`src/rtl/mem_req_ctrl.sv`:
```
// mem_req_ctrl: MEM pipeline stage controller.
// Holds one instruction from EX, issues at most one data SRAM request for
// loads/stores, waits for the response, and presents the result to WB.
// Non-memory instructions skip straight to DONE and retire one cycle after
// acceptance.
module mem_req_ctrl (
    input  logic        clk,
    input  logic        rst,

    // EX -> MEM
    input  logic        ex_valid,
    output logic        mem_allowin,
    input  logic        ex_mem_re,
    input  logic        ex_mem_we,
    input  logic [31:0] ex_alu_res,
    input  logic [31:0] ex_wdata,
    input  logic [3:0]  ex_wstrb,
    input  logic [4:0]  ex_rf_waddr,
    input  logic        ex_rf_we,
    input  logic [31:0] ex_pc,

    // MEM -> WB
    input  logic        wb_allowin,
    output logic        mem_to_wb_valid,
    output logic [31:0] mem_result,
    output logic [4:0]  mem_rf_waddr,
    output logic        mem_rf_we,
    output logic [31:0] mem_pc,
    output logic        mem_load_pending,

    // data SRAM request/response
    output logic        data_sram_req,
    output logic        data_sram_wr,
    output logic [3:0]  data_sram_wstrb,
    output logic [31:0] data_sram_addr,
    output logic [31:0] data_sram_wdata,
    input  logic        data_sram_addr_ok,
    input  logic        data_sram_data_ok,
    input  logic [31:0] data_sram_rdata
);

    typedef enum logic [1:0] {
        ST_IDLE = 2'd0,
        ST_REQ  = 2'd1,
        ST_WAIT = 2'd2,
        ST_DONE = 2'd3
    } state_t;

    state_t      r_state;
    logic        r_mem_re;
    logic        r_mem_we;
    logic        r_rf_we;
    logic [4:0]  r_rf_waddr;
    logic [31:0] r_addr;
    logic [31:0] r_wdata;
    logic [3:0]  r_wstrb;
    logic [31:0] r_pc;
    logic [31:0] r_result;

    logic        w_allowin;
    logic        w_accept;

    // The stage frees up either when empty or when its result retires this edge,
    // which is what lets DONE hand over to the next instruction with no bubble.
    assign w_allowin = (r_state == ST_IDLE) | ((r_state == ST_DONE) & wb_allowin);
    assign w_accept  = ex_valid & w_allowin;

    // State machine plus all held instruction fields; the request fields only
    // change on acceptance, so they are naturally stable while REQ waits.
    always_ff @(posedge clk) begin
        if (rst) begin
            r_state    <= ST_IDLE;
            r_mem_re   <= 1'b0;
            r_mem_we   <= 1'b0;
            r_rf_we    <= 1'b0;
            r_rf_waddr <= 5'd0;
            r_addr     <= 32'd0;
            r_wdata    <= 32'd0;
            r_wstrb    <= 4'd0;
            r_pc       <= 32'd0;
            r_result   <= 32'd0;
        end else begin
            case (r_state)
                ST_IDLE, ST_DONE: begin
                    if (w_accept) begin
                        r_mem_re   <= ex_mem_re;
                        r_mem_we   <= ex_mem_we;
                        r_rf_we    <= ex_rf_we;
                        r_rf_waddr <= ex_rf_waddr;
                        r_addr     <= ex_alu_res;
                        r_wdata    <= ex_wdata;
                        r_wstrb    <= ex_wstrb;
                        r_pc       <= ex_pc;
                        // Default result is the ALU value; a load overwrites it later.
                        r_result   <= ex_alu_res;
                        r_state    <= (ex_mem_re | ex_mem_we) ? ST_REQ : ST_DONE;
                    end else if (w_allowin) begin
                        r_state    <= ST_IDLE;
                    end
                end
                ST_REQ: begin
                    if (data_sram_addr_ok) begin
                        r_state <= ST_WAIT;
                    end
                end
                ST_WAIT: begin
                    // data_ok is only meaningful here; elsewhere it is a stray
                    // response (e.g. from a transaction abandoned by reset).
                    if (data_sram_data_ok) begin
                        r_state <= ST_DONE;
                        if (r_mem_re) begin
                            r_result <= data_sram_rdata;
                        end
                    end
                end
                default: r_state <= ST_IDLE;
            endcase
        end
    end

    assign mem_allowin      = w_allowin;
    assign mem_to_wb_valid  = (r_state == ST_DONE);
    assign mem_result       = r_result;
    assign mem_rf_waddr     = r_rf_waddr;
    assign mem_rf_we        = r_rf_we & (r_state != ST_IDLE);
    assign mem_pc           = r_pc;
    assign mem_load_pending = r_mem_re & ((r_state == ST_REQ) | (r_state == ST_WAIT));

    assign data_sram_req    = (r_state == ST_REQ);
    assign data_sram_wr     = r_mem_we;
    assign data_sram_addr   = r_addr;
    assign data_sram_wdata  = r_wdata;
    // Loads never drive byte strobes even if EX left junk on ex_wstrb.
    assign data_sram_wstrb  = r_mem_we ? r_wstrb : 4'b0000;

endmodule

```
`config.mk`:
```
export PLATFORM = sky130hd
export DESIGN_NAME = mem_req_ctrl
export DESIGN_NICKNAME = d
export VERILOG_FILES = /design/src/rtl/mem_req_ctrl.sv
export SDC_FILE = /design/constraint.sdc
export NUM_CORES = 1
export LEC_CHECK = 0
export ABC_AREA = 1
export CORE_ASPECT_RATIO = 2
export CORE_UTILIZATION = 40
export DETAILED_ROUTE_END_ITERATION = 6
export GPL_TIMING_DRIVEN = 0
export MAX_ROUTING_LAYER = met4
export PLACE_DENSITY = 0.81
export SETUP_SLACK_MARGIN = 0.3
export SYNTH_ARGS = -nofsm -noshare
export SYNTH_HDL_FRONTEND = slang
export SYNTH_SLANG_ARGS = --single-unit
```
`constraint.sdc`:
```
create_clock -name clk -period 4.7 [get_ports clk]
set_clock_uncertainty 0.2 [all_clocks]
set_input_delay 0.94 -clock clk [delete_from_list [all_inputs] [get_ports clk]]
set_output_delay 0.94 -clock clk [all_outputs]
set_load 0.1 [all_outputs]
```
==> results of run 1 <==
[Yosys cell counts, types with 2 or more instances]
master | instances | area, um2
sky130_fd_sc_hd__dfxtp_1 | 142 | 2843
sky130_fd_sc_hd__a21oi_1 | 131 | 655.6
sky130_fd_sc_hd__inv_1 | 117 | 439.2
sky130_fd_sc_hd__o21ai_0 | 97 | 485.5
sky130_fd_sc_hd__nand2_1 | 76 | 285.3
sky130_fd_sc_hd__nor2_1 | 38 | 142.6
sky130_fd_sc_hd__nand3_1 | 34 | 170.2
sky130_fd_sc_hd__a21boi_0 | 32 | 240.2
sky130_fd_sc_hd__buf_2 | 25 | 125.1
sky130_fd_sc_hd__clkbuf_1 | 21 | 78.83
sky130_fd_sc_hd__o21ai_1 | 11 | 55.05
sky130_fd_sc_hd__a21oi_2 | 9 | 78.83
sky130_fd_sc_hd__buf_6 | 6 | 67.56
sky130_fd_sc_hd__ha_1 | 4 | 50.05
sky130_fd_sc_hd__inv_2 | 4 | 15.01
sky130_fd_sc_hd__buf_4 | 3 | 22.52
sky130_fd_sc_hd__buf_1 | 2 | 7.510
sky130_fd_sc_hd__nand2_2 | 2 | 12.51
[worst reg2reg max path: stages, from the launching register on]
cell and delay, ps:
sky130_fd_sc_hd__dfxtp_1 350, sky130_fd_sc_hd__inv_1 90, sky130_fd_sc_hd__ha_1 200, sky130_fd_sc_hd__buf_4 180, sky130_fd_sc_hd__inv_2 130, sky130_fd_sc_hd__clkbuf_1 350
sky130_fd_sc_hd__a21boi_0 220, sky130_fd_sc_hd__nand3_1 120, sky130_fd_sc_hd__nand2_1 50, sky130_fd_sc_hd__nor2_1 90
[sequential cells by signal, summed over array words and instances (netlist names), 2 cells and up]
signal           count
data_sram_addr      32
data_sram_wdata     32
mem_pc              32
mem_result          32
mem_rf_waddr         5
r_state              2
r_wstrb              4
[kinds of logic after synthesis]
group | count (synthesis) | share of synthesized area [%]
AO/OA/AOI/OAI | 282 | 26.32
buffers and inverters | 179 | 13.27
AND/OR/NAND/NOR | 152 | 10.94
adder cells (fa/ha/maj) | 4 | 0.8560
flip-flops | 142 | 48.62
[cell type report]
type | count | area, um2
fill | 1209 | 4842
timing repair buffer | 288 | 2883
sequential | 142 | 2843
multi-input combinational | 438 | 2228
clock buffer | 22 | 474.2
inverter | 121 | 454.2
buffer | 58 | 321.6
tap | 192 | 240.2
clock inverter | 7 | 65.06
[stage by stage]
step,hold WS (ps),util (%)
finish,242.1,66.26
global route,259.6,66.26
CTS,243.9,66.26
detailed placement,235.1,62.50
global placement,230.1,62.50
floorplan,223.7,-
[worst max path at each step]
stage / start / to / slack (ps)
2_1_floorplan: r_state[0]$_SDFFE_PP0P_ / mem_rf_we / 1670
6_report: wb_allowin / mem_allowin / 840
5_1_grt: wb_allowin / mem_allowin / 810
3_3_place_gp: wb_allowin / mem_allowin / 830
3_5_place_dp: wb_allowin / mem_allowin / 830
4_1_cts: wb_allowin / mem_allowin / 830
[routing by layer]
layer  up-vias  track usage (%)
li1       3060                -
met1      2813            25.50
met2       267            50.07
met3        94            5.632
met4         0            20.22
met5         -                -
[cell usage in the layout, fill, tap and decap left out]
cell type                         Yosys  final
sky130_fd_sc_hd__a21boi_0            32     32
sky130_fd_sc_hd__a21oi_1            131    131
sky130_fd_sc_hd__a21oi_2              9      9
sky130_fd_sc_hd__buf_1                2      2
sky130_fd_sc_hd__buf_12               1      1
sky130_fd_sc_hd__buf_2               25     25
sky130_fd_sc_hd__buf_4                3      3
sky130_fd_sc_hd__buf_6                6      6
sky130_fd_sc_hd__bufinv_16            0      1
sky130_fd_sc_hd__clkbuf_1            21     23
sky130_fd_sc_hd__clkbuf_16            0     17
sky130_fd_sc_hd__clkbuf_8             0      3
sky130_fd_sc_hd__clkdlybuf4s50_1      0    288
sky130_fd_sc_hd__clkinv_2             0      4
sky130_fd_sc_hd__clkinvlp_4           0      2
sky130_fd_sc_hd__dfxtp_1            142    142
sky130_fd_sc_hd__ha_1                 4      4
sky130_fd_sc_hd__inv_1              117    117
sky130_fd_sc_hd__inv_2                4      4
sky130_fd_sc_hd__nand2_1             76     76
sky130_fd_sc_hd__nand2_2              2      2
sky130_fd_sc_hd__nand2_4              1      1
sky130_fd_sc_hd__nand3_1             34     34
sky130_fd_sc_hd__nand3_4              1      1
sky130_fd_sc_hd__nor2_1              38     38
sky130_fd_sc_hd__o211ai_1             1      1
sky130_fd_sc_hd__o21ai_0             97     97
sky130_fd_sc_hd__o21ai_1             11     11
sky130_fd_sc_hd__o21ai_4              1      1
==> insert_results.sql, run 1 <==
INSERT INTO impl_metrics (metric_group, metric, value, unit) VALUES
('global_routing', 'grt_antenna_before_repair', '0', ''),
('clock_network', 'post-cts-setup-buffers', '0', ''),
('layout', 'finalInstanceArea', '9509', 'um2'),
('sta', 'final-max-slew-violation-count', '0', ''),
('detailed_routing', 'route.layer.met1.wl', '7.082', 'mm'),
('worst_hold_path', 'worst_hold_startpoint', 'data_sram_addr[5]$_SDFFE_PP0P_', ''),
('place', 'place.port_buffers', '288', ''),
('floorplan', 'floorplan.rows', '62', ''),
('run_status', 'run_status', 'finished clean', ''),
('sta', 'period_share', '82.11', '%'),
('global_routing', 'globalRouteTotalUtil', '28.12', '%'),
('worst_hold_path', 'hold_end', 'data_sram_addr[5]$_SDFFE_PP0P_', ''),
('sta', 'setup-tns-final', '0', 'ps'),
('sta', 'slew_at_the_pin_closest_to_its_max_slew_limit', '1054', 'ps'),
('critical_path', 'worst-r2r-setup-slack', '2650', 'ps'),
('clock_network', 'clock_pin_slew_of_the_registers_on_the_worst_case_setup_and_hold_paths', '50', 'ps'),
('clock_network', 'tritoncts.num_buffers', '17', ''),
('global_routing', 'first_global_vias', '6260', ''),
('floorplan', 'core_area', '14350', 'um2'),
('yosys', 'synth.distinct_cells', '23', ''),
('global_routing', 'grt_overflow', '0', ''),
('detailed_routing', 'count_of_tritonroute_iterations_in_the_first_routing_pass', '5', ''),
('yosys', 'syn-cell-area', '5847', 'um2'),
('sta', 'timing_hold_violations_final', '0', ''),
('job', 'drv_cap', '0', ''),
('clock_network', 'clock_insertion_delay_at_the_later_pin_of_the_skew_report', '410', 'ps'),
('sta', 'worst_slack', '840.7', 'ps'),
('detailed_routing', 'maxUsedRoutingLayer', 'met4', ''),
('critical_path', 'critical_path_depth_in_cells', '4', ''),
('place', 'dp_slack', '825.5', 'ps'),
('detailed_routing', 'postRouteAntennaNets', '0', ''),
('sta', 'relSlewSlack', '29.54', '%'),
('critical_path', 'crit_family', 'buffers and inverters', ''),
('sta', 'rsz0062_at_grt', 'false', ''),
('place', 'dp_hpwl', '15.61', 'mm'),
('critical_path', 'startpoint_of_the_worst_register_to_register_path', 'r_state[0]$_SDFFE_PP0P_', ''),
('detailed_routing', 'finalWirelength', '20.39', 'mm'),
('yosys', 'postSynth.asyncResetShare', '0', '%'),
('critical_path', 'critPathSlowestCell', 'sky130_fd_sc_hd__clkdlybuf4s50_1', ''),
('layout', 'finish.cell_count_without_fillers', '1268', ''),
('yosys', 'synth_sequential_area_ratio', '48.62', '%'),
('sta', 'setup_viol_count_final', '0', ''),
('floorplan', 'floorplan.initialDensity', '40.74', '%'),
('yosys', 'synthesis.instances', '759', ''),
('layout', 'finish.net_count', '1216', ''),
('sta', 'final_period_minus_worst_setup_slack', '3859', 'ps'),
('yosys', 'ys_ff_latch', '142', ''),
('place', 'detailed_place.area', '8970', 'um2'),
('critical_path', 'critical_path.endpoint_type', 'output port', ''),
('yosys', 'synth_edf_count', '0', ''),
('worst_hold_path', 'min_delay_path_depth', '2', ''),
('yosys', 'syn-num-nets', '909', ''),
('critical_path', 'r2r-end', 'mem_result[2]$_SDFFE_PP0P_', ''),
('yosys', 'synth_top_flop_cell', 'sky130_fd_sc_hd__dfxtp_1', ''),
('layout', 'area_delta_synth_final', '62.64', '%'),
('critical_path', 'crit_path_launch_type', 'primary input', ''),
('sta', 'fmax', '259.1', 'MHz'),
('floorplan', 'dieHeight', '173.0', 'um'),
('layout', 'drive_above_1_share', '7.435', '%'),
('global_routing', 'grt_first_pass_wirelength', '31.42', 'mm'),
('detailed_routing', 'routed_wire_length_per_instance', '16.08', 'um'),
('detailed_routing', 'drcViolationCount', '0', ''),
('floorplan', 'horizontal_die_dimension', '87.49', 'um'),
('critical_path', 'critical_path_buf_inv_count', '2', ''),
('floorplan', 'pin_count', '289', ''),
('place', 'place.detailed.instances', '1239', ''),
('clock_network', 'cts.sinks', '142', ''),
('critical_path', 'data_arrival_time_of_the_worst_path', '2720', 'ps'),
('critical_path', 'worst-setup-path-type', 'primary input to output port', ''),
('floorplan', 'dieArea', '15130', 'um2'),
('critical_path', 'path_max_fanout', '3', '');
Power of run 1 is left out: the tool's default activity adds up to more than one toggle a clock period on the data nets, which glitch-free logic cannot reach.
==> run 2: changes to the inputs <==
==> constraint.sdc (replaced) <==
create_clock -name clk -period 3.7 [get_ports clk]
set_clock_uncertainty 0.2 [all_clocks]
set_input_delay 0.74 -clock clk [delete_from_list [all_inputs] [get_ports clk]]
set_output_delay 0.74 -clock clk [all_outputs]
set_load 0.1 [all_outputs]
==> run 2 against run 1 <==
Compared with the run above:
- cell count unchanged
- global-route usage unchanged
- sequential cell count unchanged
- critical path depth unchanged
- core utilization about the same
- via count about the same
- first-iteration DRC count unchanged
- setup slack got worse by 410 ps
- wire length about the same
- die area unchanged
- critical endpoint is now mem_rf_we
- largest cell class unchanged
==> insert_results.sql, run 2 (synthesis results as in run 1) <==
INSERT INTO impl_metrics (metric_group, metric, value, unit) VALUES
('run_status', 'run_status', 'finished clean', ''),
('floorplan', 'pin_count', '289', ''),
('place', 'routabilityCongestion', '0.9062', ''),
('layout', 'drive_above_1_share', '7.435', '%'),
('floorplan', 'floorplan.rows', '62', ''),
('global_routing', 'globalRouteTotalUtil', '28.12', '%'),
('layout', 'finalInstanceArea', '9507', 'um2'),
('sta', 'slew_at_the_pin_closest_to_its_max_slew_limit', '1054', 'ps'),
('global_routing', 'grt_first_pass_wirelength', '31.42', 'mm'),
('detailed_routing', 'num_vias', '6235', ''),
('sta', 'fmax', '305.7', 'MHz'),
('critical_path', 'cp_data_required_time', '2760', 'ps'),
('layout', 'final_cell_mix', '286 x sky130_fd_sc_hd__clkdlybuf4s50_1, 142 x sky130_fd_sc_hd__dfxtp_1, 131 x sky130_fd_sc_hd__a21oi_1, 117 x sky130_fd_sc_hd__inv_1, 97 x sky130_fd_sc_hd__o21ai_0', ''),
('place', 'dp_hpwl', '15.61', 'mm'),
('place', 'place.port_buffers', '288', ''),
('global_routing', 'grt_overflow', '0', ''),
('clock_network', 'htree_levels', '4', ''),
('sta', 'worst_slack', '428.7', 'ps'),
('floorplan', 'horizontal_die_dimension', '87.49', 'um'),
('clock_network', 'clock_pin_slew_of_the_registers_on_the_worst_case_setup_and_hold_paths', '60', 'ps'),
('clock_network', 'clock_tree_from_tritoncts', 'built', ''),
('place', 'detailed_place.area', '8970', 'um2'),
('critical_path', 'cp_cell_instances', 'inv_1, ha_1, nor2_1, clkdlybuf4s50_1', ''),
('critical_path', 'worst-setup-path-type', 'register to output port', ''),
('layout', 'diodes', '0', ''),
('critical_path', 'critical_path_buf_inv_count', '2', ''),
('critical_path', 'startpoint_of_the_worst_register_to_register_path', 'r_state[0]$_SDFFE_PP0P_', ''),
('sta', 'final-max-slew-violation-count', '0', ''),
('critical_path', 'critical_path_depth_in_cells', '4', ''),
('global_routing', 'grt_antenna_before_repair', '0', ''),
('floorplan', 'dieArea', '15130', 'um2'),
('critical_path', 'r2r-end', 'mem_result[2]$_SDFFE_PP0P_', ''),
('worst_hold_path', 'hold_path.class', 'register to register', ''),
('detailed_routing', 'count_of_tritonroute_iterations_in_the_first_routing_pass', '5', ''),
('critical_path', 'cpPeakStageDelay', '1140', 'ps'),
('critical_path', 'worst-r2r-setup-slack', '1650', 'ps'),
('floorplan', 'core_area', '14350', 'um2'),
('critical_path', 'crit_path_launch_type', 'register', ''),
('detailed_routing', 'postRouteAntennaNets', '0', ''),
('layout', 'finish.net_count', '1216', ''),
('sta', 'final_period_minus_worst_setup_slack', '3271', 'ps'),
('detailed_routing', 'detail_route.iter0.violations', '245', ''),
('clock_network', 'tritoncts.num_buffers', '17', ''),
('clock_network', 'post-cts-setup-buffers', '0', ''),
('detailed_routing', 'routed_wire_length_per_instance', '16.08', 'um'),
('sta', 'period_share', '88.41', '%'),
('sta', 'rsz0062_at_grt', 'false', ''),
('critical_path', 'reg2regPathDepth', '9', ''),
('place', 'dp_slack', '225.5', 'ps'),
('sta', 'hold-worst-slack', '242.1', 'ps'),
('clock_network', 'clock_insertion_delay_at_the_later_pin_of_the_skew_report', '410', 'ps'),
('sta', 'setup-tns-final', '0', 'ps'),
('layout', 'area_delta_synth_final', '62.59', '%'),
('critical_path', 'critical_path.endpoint_type', 'output port', ''),
('detailed_routing', 'drcViolationCount', '0', ''),
('critical_path', 'cp-startpoint', 'r_state[0]$_SDFFE_PP0P_', ''),
('detailed_routing', 'drt-vias-per-instance', '4.917', ''),
('floorplan', 'dieHeight', '173.0', 'um'),
('job', 'drv_cap', '0', ''),
('sta', 'setup_viol_count_final', '0', ''),
('critical_path', 'crit_family', 'buffers and inverters', ''),
('clock_network', 'cts_root_buf', 'sky130_fd_sc_hd__clkbuf_16', ''),
('sta', 'timing_hold_violations_final', '0', ''),
('clock_network', 'cts.sinks', '142', ''),
('sta', 'relSlewSlack', '29.54', '%'),
('detailed_routing', 'finalWirelength', '20.39', 'mm'),
('critical_path', 'critPathSlowestCell', 'sky130_fd_sc_hd__clkdlybuf4s50_1', ''),
('global_routing', 'first_global_vias', '6260', ''),
('critical_path', 'path_max_fanout', '3', ''),
('critical_path', 'data_arrival_time_of_the_worst_path', '2330', 'ps'),
('clock_network', 'cts_buffer_depth', '2', ''),
('global_routing', 'grt_max_degree', '17', ''),
('layout', 'final_common_cell', 'sky130_fd_sc_hd__clkdlybuf4s50_1', ''),
('critical_path', 'cp-endpoint', 'mem_rf_we', ''),
('floorplan', 'floorplan.initialDensity', '40.74', '%');
## run 2: layout make-up
type                    instances  area, um2
fillers                      1211       4845
repair buffers                288       2880
flip-flops and latches        142       2843
multi-input cells             438       2228
clock buffers                  22      474.2
inverters                     121      454.2
plain buffers                  58      321.6
well taps                     192      240.2
clock inverters                 7      65.06
## run 2: worst min-delay path by stage
stage / start / end / slack, ps / cells after the start
2_1_floorplan: r_wstrb[0]$_SDFFE_PP0P_ / r_wstrb[0]$_SDFFE_PP0P_ / 220 / 2
6_report: data_sram_addr[5]$_SDFFE_PP0P_ / data_sram_addr[5]$_SDFFE_PP0P_ / 240 / 2
4_1_cts: mem_pc[25]$_SDFFE_PP0P_ / mem_pc[25]$_SDFFE_PP0P_ / 240 / 2
5_1_grt: mem_pc[25]$_SDFFE_PP0P_ / mem_pc[25]$_SDFFE_PP0P_ / 260 / 2
3_5_place_dp: mem_pc[25]$_SDFFE_PP0P_ / mem_pc[25]$_SDFFE_PP0P_ / 240 / 2
3_3_place_gp: mem_rf_waddr[3]$_SDFFE_PP0P_ / mem_rf_waddr[3]$_SDFFE_PP0P_ / 230 / 2
## run 2: stage by stage
stage | cells | util, %
2_1_floorplan | 759 | -
3_3_place_gp | 1239 | 62.50
3_5_place_dp | 1239 | 62.50
4_1_cts | 1268 | 66.24
5_1_grt | 1268 | 66.24
6_report | 1268 | 66.24
## run 2: tightest hold or removal path, cell delays in order, from the launching register on
cell                      delay, ps
sky130_fd_sc_hd__dfxtp_1        300
sky130_fd_sc_hd__inv_1           40
sky130_fd_sc_hd__a21oi_1         50
## run 2: metal layers
metal | vias to the layer above | wire [um] | GRT usage (%)
li1 | 3060 | - | -
met1 | 2813 | 7053 | 25.50
met2 | 270 | 10820 | 50.07
met3 | 92 | 1101 | 5.632
met4 | 0 | 1413 | 20.22
met5 | - | 0 | -
## run 2: what timing repair did
item | in CTS | in global routing
setup endpoints to repair | 2 | 0
resized for setup | 2 | 0
hold buffers | 0 | 0
Power of run 2 is left out for the same reason.
